--- config.mk ---
export PLATFORM = sky130hd
export DESIGN_NAME = loop_ctrl_arb
export DESIGN_NICKNAME = d
export VERILOG_FILES = /design/src/rtl/loop_ctrl_pkg.sv /design/src/rtl/loop_ctrl_arb_rr_arb2.sv /design/src/rtl/loop_ctrl_arb.sv
export SDC_FILE = /design/constraint.sdc
export NUM_CORES = 1
export LEC_CHECK = 0
export CORE_AREA = 2 2 114 116
export CTS_BUF_LIST = sky130_fd_sc_hd__clkbuf_16
export CTS_CLUSTER_DIAMETER = 30
export DETAILED_ROUTE_END_ITERATION = 8
export DIE_AREA = 0 0 116 118
export PLACE_DENSITY_LB_ADDON = 0.15
export SYNTH_ARGS = -nofsm -noshare
export SYNTH_HDL_FRONTEND = slang
export SYNTH_SLANG_ARGS = --single-unit
--- constraint.sdc ---
create_clock -name clk -period 5.9 [get_ports clk]
set_input_delay 1.475 -clock clk [delete_from_list [all_inputs] [get_ports clk]]
set_output_delay 1.475 -clock clk [all_outputs]
set_load 0.01 [all_outputs]
--- src/rtl/loop_ctrl_pkg.sv ---
// loop_ctrl_pkg: shared types and defaults for the bounded-loop scheduler.
// Holds the FSM state encoding and default datapath width / reset values.
package loop_ctrl_pkg;

    typedef enum logic [1:0] {IDLE, LOAD, RUN, DONE} state_t;

    localparam int W_DEF     = 15;
    localparam int RST_X_DEF = 500;
    localparam int RST_Y_DEF = 399;

endpackage

--- src/rtl/loop_ctrl_arb_rr_arb2.sv ---
// rr_arb2: two-way round-robin arbiter.
// Ports:
//   req  in  2  request levels
//   ptr  in  1  favoured requester when both request
//   gnt  out 2  one-hot grant, 0 when nobody requests
//   idx  out 1  index of the granted requester
module rr_arb2 (
    input  logic [1:0] req,
    input  logic       ptr,
    output logic [1:0] gnt,
    output logic       idx
);

    always_comb begin
        idx = (&req) ? ptr : req[1];
        gnt = (|req) ? (idx ? 2'b10 : 2'b01) : 2'b00;
    end

endmodule

--- src/rtl/loop_ctrl_arb.sv ---
// loop_ctrl_arb: scheduler for the shared bounded-loop counter.
// Arbitrates two requesters round-robin, loads the granted limit into y,
// steps i from 0 to y on selector, pulses done at completion and flags
// breaks of the invariant !(i<y && i>=x) in a sticky violation bit.
// Ports:
//   clk, rst            clock, async active-high reset
//   selector            counter step enable in RUN
//   req[1:0]            level requests, held until their done
//   lim0, lim1          per-requester loop limits, sampled at grant
//   cfg_we, cfg_x       ceiling write, honoured only in IDLE
//   abort               cancel the active loop
//   viol_clr            clear the violation flag
//   grant, busy         one-hot owner (LOAD..DONE), state != IDLE
//   done, done_id       completion pulse and owner index
//   i, y, x             counter, active limit, ceiling
//   violation           sticky invariant-break flag
module loop_ctrl_arb
    import loop_ctrl_pkg::*;
#(
    parameter int W     = W_DEF,
    parameter int RST_X = RST_X_DEF,
    parameter int RST_Y = RST_Y_DEF
) (
    input  logic         clk,
    input  logic         rst,
    input  logic         selector,
    input  logic [1:0]   req,
    input  logic [W-1:0] lim0,
    input  logic [W-1:0] lim1,
    input  logic         cfg_we,
    input  logic [W-1:0] cfg_x,
    input  logic         abort,
    input  logic         viol_clr,
    output logic [1:0]   grant,
    output logic         busy,
    output logic         done,
    output logic         done_id,
    output logic [W-1:0] i,
    output logic [W-1:0] y,
    output logic [W-1:0] x,
    output logic         violation
);

    state_t     state, nxt;
    logic       win, rr_ptr, arb_idx, viol_set;
    logic [1:0] arb_gnt;

    rr_arb2 u_arb (
        .req (req),
        .ptr (rr_ptr),
        .gnt (arb_gnt),
        .idx (arb_idx)
    );

    always_comb begin
        nxt = state;
        case (state)
            IDLE: nxt = (|arb_gnt) ? LOAD : IDLE;
            LOAD: nxt = abort ? IDLE : RUN;
            RUN:  nxt = abort ? IDLE : (i >= y ? DONE : RUN);
            DONE: nxt = IDLE;
        endcase
    end

    // Owner is latched once at grant, so grant/done_id follow it directly.
    always_comb begin
        busy     = state != IDLE;
        grant    = busy ? (win ? 2'b10 : 2'b01) : 2'b00;
        done     = state == DONE;
        done_id  = win;
        viol_set = state == RUN && i < y && i >= x;
    end

    always_ff @(posedge clk or posedge rst) begin
        if (rst) begin
            state     <= IDLE;
            win       <= 1'b0;
            rr_ptr    <= 1'b0;
            i         <= '0;
            y         <= W'(RST_Y);
            x         <= W'(RST_X);
            violation <= 1'b0;
        end else begin
            state <= nxt;
            if (state == IDLE && |arb_gnt) begin
                win <= arb_idx;
                y   <= arb_idx ? lim1 : lim0;
                i   <= '0;
            end
            if (state == IDLE && cfg_we)
                x <= cfg_x;
            // i < y guarantees the increment never wraps, even for y = 2^W-1.
            if (state == RUN && !abort && i < y && selector)
                i <= i + 1'b1;
            if ((state == RUN && abort) || state == DONE)
                rr_ptr <= ~win;
            violation <= viol_set | (violation & ~viol_clr);
        end
    end

endmodule

## Yosys cells after proc, flatten, opt, wreduce, memory -nomap -nowiden

Cells that the tools add are included.

| storage, ports and cells | value |
|---|---|
| memories kept | 0 |
| bits in latches | 0 |
| input port bits | 53 |
| bits in writable memories | 0 |
| register bits after elaboration | 50 |
| ROM bits | 0 |
| output and inout port bits | 51 |
| logic and storage cells | 47 |

| operators by class | value |
|---|---|
| shift-type cells | 0 |
| equality and inequality tests | 3 |
| muxes and demuxes | 13 |
| $lt $le $gt $ge | 3 |
| divide/modulo/power cells | 0 |
| add/subtract/negate cells | 1 |
| bitwise operators | 4 |
| reductions and logical operators | 16 |
| multipliers | 0 |

Operator list:

| operator | count |
|---|---|
| 2-to-1 mux 15 bit | 3 |
| greater-or-equal comparator 15 bit | 2 |
| adder 15 x 1 -> 15 bit, second input constant | 1 |
| < comparator 15 bit | 1 |
| 2-to-1 mux 2 bit | 6 |
| logical AND 1 bit | 8 |
| one-hot mux 2 bit (4 select lines) | 1 |
| == test 2 bit, second input constant | 2 |
| nonzero test 2 bit | 2 |
| OR reduction 2 bit | 2 |
| 2-to-1 mux 1 bit | 3 |
| == test 2 x 1 -> 1 bit, second input constant | 1 |
| logical NOT 2 bit | 1 |
| inverter 1 bit | 2 |
| AND reduction 2 bit | 1 |
| bitwise AND 1 bit | 1 |
| logical NOT 1 bit | 1 |
| logical OR 1 bit | 1 |
| bitwise OR 1 bit | 1 |

## Logic depth before layout (Yosys ltp)

| depth | value |
|---|---|
| word-level depth | 8 |
| depth in mapped cells | 9 |
| mapped depth without buffers | 8 |

## Hierarchy

From an unflattened synthesis, not the netlist that was laid out.

| unflattened totals | value |
|---|---|
| cells, all modules | 336 |
| area, all modules | 3032.9 µm² |

By module, submodules not included:

| module | area each (µm²) | instances | cells each | sequential area each (µm²) |
|---|---|---|---|---|
| loop_ctrl_arb | 3006.6 | 1 | 332 | 1266.2 |
| rr_arb2 | 26.3 | 1 | 4 | 0.0 |

## Worst setup path after synthesis

No wires, ideal clock.

| timing | value |
|---|---|
| kind | input to register |
| from | in abort |
| to | reg i[12] |
| required time | 5.776 ns |
| stages | 7 |
| buffers on the path | 1 |
| setup slack | 3.238 ns |
| data arrival time | 2.538 ns |
| library setup time | 0.124 ns |
| cell sequence | nor3b_2 o2111ai_1 a21oi_2 nand2_2 and2_4 buf_6 a211o_1 |

| on the way | value |
|---|---|
| cells in the longest elaborated chain, start to end | 5 |
| elaborated cells between the ends (all ways) | 6 |
| those cells by class | mux: 1; reduce/logical: 5 |

RTL lines:

| element | RTL line | RTL |
|---|---|---|
| from (decl) | loop_ctrl_arb.sv:32 | `input logic abort,` |
| logical NOT 1 bit * | loop_ctrl_arb.sv:93 | `if (state == RUN && !abort && i < y && selector)` |
| logical AND 1 bit * (3 in a row) | loop_ctrl_arb.sv:93 |  |
| 2-to-1 mux 15 bit / nonzero test 2 bit (equally long branches) | - |  |
| to (signal assigned) | loop_ctrl_arb.sv:94 | `i <= i + 1'b1;` |
| to (decl) | loop_ctrl_arb.sv:38 | `output logic [W-1:0] i,` |

Every way passes the cells marked *; elsewhere a longest branch is shown, timed or not.
A chain may end at the register's enable or synchronous reset.

## Worst setup path in the final report

Same ends and word-level chain as after synthesis.

==> reports/summary.txt <==
========================================================================================================
Result of the run ......................................................................... complete, no violations
Post-CTS clock slew at the launch and capture registers of the worst setup and hold paths .      0.07 ns
Sum of overflow across all layers after global routing ....................................            0
Final setup fails .........................................................................            0
WHS Path Cells ............................................................................            2
Required time of the worst setup path .....................................................      6.08 ns
Post-synthesis average cell area ..........................................................    9.075 µm²
Async SR Flop Fraction ....................................................................       100.0%
Initial antenna violation count ...........................................................            0
Reg2reg setup slack .......................................................................      3.44 ns
Crit. End Element .........................................................................    flip-flop
Critical Path Max Stage Delay .............................................................      0.46 ns
Vias in the first global route ............................................................         2621
H-tree depth ..............................................................................            2
Relative area change from synthesis to final layout .......................................       44.44%
Maximum count of clock buffers along a single path ........................................            2
I/O pin count .............................................................................          104
Global-route wire length before repair ....................................................     13370 µm
Drt first pass iters ......................................................................            4
Post-Route Setup TNS ......................................................................         0 ns
Gpl congestion ............................................................................       0.7614
Synth Instances ...........................................................................          336
Number of pins with negative max-slew slack in the final report ...........................            0
Peak clock frequency supported by timing ..................................................   0.3143 GHz
Setup repair after global routing missed its margin .......................................        false
Path type of the worst setup path ......................................................... input port to flip-flop
Largest clock skew in the final design ....................................................  0.007726 ns
Syn_nets ..................................................................................          420
Number of warnings issued by yosys ........................................................            0
Proportion of netlist area held by the largest area contributor ...........................       31.19%
Routed WL per cell ........................................................................     13.30 µm
Count of max-cap constraint violations ....................................................            0
Hold Startpoint ...........................................................................         y[8]
Average via count per standard cell .......................................................        4.331
Post-DP HPWL ..............................................................................      6165 µm
Number of synthesized flops with an enable pin ............................................            0
Final period demand of the worst path .....................................................     3.182 ns
Cell leakage power ........................................................................  0.001992 µW
Number of distinct standard cells referenced by the synthesized netlist ...................           44
Hold Path Sink ............................................................................         y[8]
Tightest slew margin relative to the limit ................................................       31.86%
Post-Route Hold Slack .....................................................................    0.4900 ns
Setup fix buffers added after clock tree synthesis ........................................            0
Leading cell types by total area after synthesis .......................................... dfrtp_1, ha_1, dfstp_2
Die Y-Extent ..............................................................................       118 µm
Total routed wirelength ...................................................................      8125 µm
Diodes inserted ...........................................................................            0
Final critical-path share of the clock period .............................................       53.93%
Cell with the largest stage delay on the worst path ....................................... clkdlybuf4s50_1
Num rows ..................................................................................           41
Flops & latches, synth ....................................................................           50
Post-Syn Area .............................................................................     3049 µm²
WP data arrival ...........................................................................      3.36 ns
Std-Cell Core Area ........................................................................    12410 µm²
IO Port Bufs ..............................................................................          103
Buffer cell driving the clock tree root ...................................................    clkbuf_16
Tightest Hold Check Type .................................................................. flip-flop to flip-flop
Vias ......................................................................................         2646
Tot Pwr ...................................................................................      1593 µW
Width of the die ..........................................................................       116 µm
Peak supply drop ..........................................................................    0.1421 mV
Library cell with the highest instance count after synthesis ..............................      nand2_1
Library cell with the largest summed area after synthesis .................................      dfrtp_1
Ordered cell list for the critical path ................................................... clkdlybuf4s50_1 -> nor3b_2 -> o2111ai_1 -> a21oi_2 -> nand2_2 -> and2_4 -> a211o_1
Total of hold buffers inserted after clock tree synthesis .................................            0
Remaining routing DRC violations ..........................................................            0
Clock tree from TritonCTS .................................................................         done
Capture point of the worst reg-to-reg path ................................................        i[12]
Number of violations reported at the end of detailed-routing iteration 0 ..................           80
Clk sink count ............................................................................           50
Number of buffers inserted during clock tree synthesis ....................................            5
Aggregate global-route resource usage .....................................................       12.33%
Transition time at the pin with the least slew margin .....................................     1.022 ns
Clock insertion delay at the later pin of the skew report .................................      0.29 ns
Worst Reg2Reg Path Length in Cells ........................................................            7
Sort of element at the start of the critical path .........................................   input port
Die area ..................................................................................    13690 µm²
Starting utilization of the core area .....................................................       24.56%
CTS resizes ...............................................................................            0
Antenna Nets Post-Route ...................................................................            0
Most instantiated flip-flop cell in the synthesis netlist .................................      dfrtp_1
Startpoint of the worst register-to-register path .........................................        i[12]
Number of failing hold endpoints at the final stage .......................................            0
Maximum number of pins on one net before global-route repair ..............................           51
Critical-path maximum fanout ..............................................................           23
P per Cell Area ........................................................................... 361.6 nW/µm²
Sequential cell area fraction in the yosys report .........................................       41.53%
Final #Nets ...............................................................................          522
Ratio of cells with drive above 1 in the final layout .....................................       7.289%
Commonest cells in the netlist ............................................................ nand2_1, o21ai_0, dfrtp_1
========================================================================================================
state kept, by name (all words and copies together) (netlist names):
name,flops
x,15
i,15
done_id,1
rr_ptr,1
state,2
violation,1
y,15
metal layers:
| metal | vias to the layer above | track usage, % | share of wire (%) |
|---|---|---|---|
| met2 | 77 | 19.99 | 46 |
| met5 | - | 0 | 0 |
| li1 | 1373 | - | - |
| met4 | 0 | 3.423 | 1.3 |
| met3 | 7 | 2.678 | 5.7 |
| met1 | 1189 | 16.46 | 47 |
through the flow:
step / cells / setup WS (ns) / cell area, µm² / util (%)
floorplan: 336 / 3.238 / 3049 / -
global placement: 603 / 2.460 / 4268 / 34.38
detailed placement: 603 / 2.419 / 4268 / 34.38
CTS: 611 / 2.724 / 4404 / 35.48
global route: 611 / 2.640 / 4404 / 35.48
finish: 611 / 2.718 / 4404 / 35.48
critical path, delay by kind of cell:
kind                   cells  cell delay [ns]
AO/OA/AOI/OAI              3             0.63
AND/OR/NAND/NOR            3             0.78
buffers and inverters      1             0.46
where the power goes:
group,switching (µW),leakage (µW),internal (µW)
clock,132,0.0000776,153
sequential,84.9,0.000620,485
combinational,361,0.00129,377
cell families after synthesis:
group | Yosys count | synth area share [%]
xor+xnor | 5 | 1.436
simple gates | 103 | 16.62
mux | 16 | 5.293
buf+inv | 44 | 5.827
compound gates | 87 | 16.58
flops | 50 | 41.53
fa+ha+maj | 31 | 12.72
worst max path at each step:
stage               cells after the start  slack [ns]   from  endpoint
floorplan                               1        3.24    rst   done_id
global placement                        7        2.46  abort     i[12]
detailed placement                      7        2.42  abort     i[12]
CTS                                     7        2.72  abort     i[12]
global route                            7        2.64  abort     i[12]
finish                                  7        2.72  abort     i[12]
layout make-up:
cell class / count / area (µm²)
timing repair buffer: 106 / 1054
inverter: 33 / 123.9
clock inverter: 3 / 11.26
fill: 1335 / 8010
clock buffer: 5 / 125.1
sequential: 50 / 1266
tap: 172 / 215.2
multi-input combinational: 242 / 1609
cells in the final DEF (no fill, tap or decap), types with 3 or more instances in the layout:
master             n
a21o_1            11
a21oi_1           20
buf_4              3
clkbuf_16          5
clkdlybuf4s50_1  103
dfrtp_1           38
dfstp_2           12
ha_1              31
inv_1             35
mux2i_1           15
nand2_1           47
nand2b_1           7
nand3_1           17
nand4_1            4
nor2_1             8
o21ai_0           39
o21ai_1            3
o21ai_2            3
or3_1              3
xor2_1             4
Note: power is estimated with default switching activity, not from simulation.
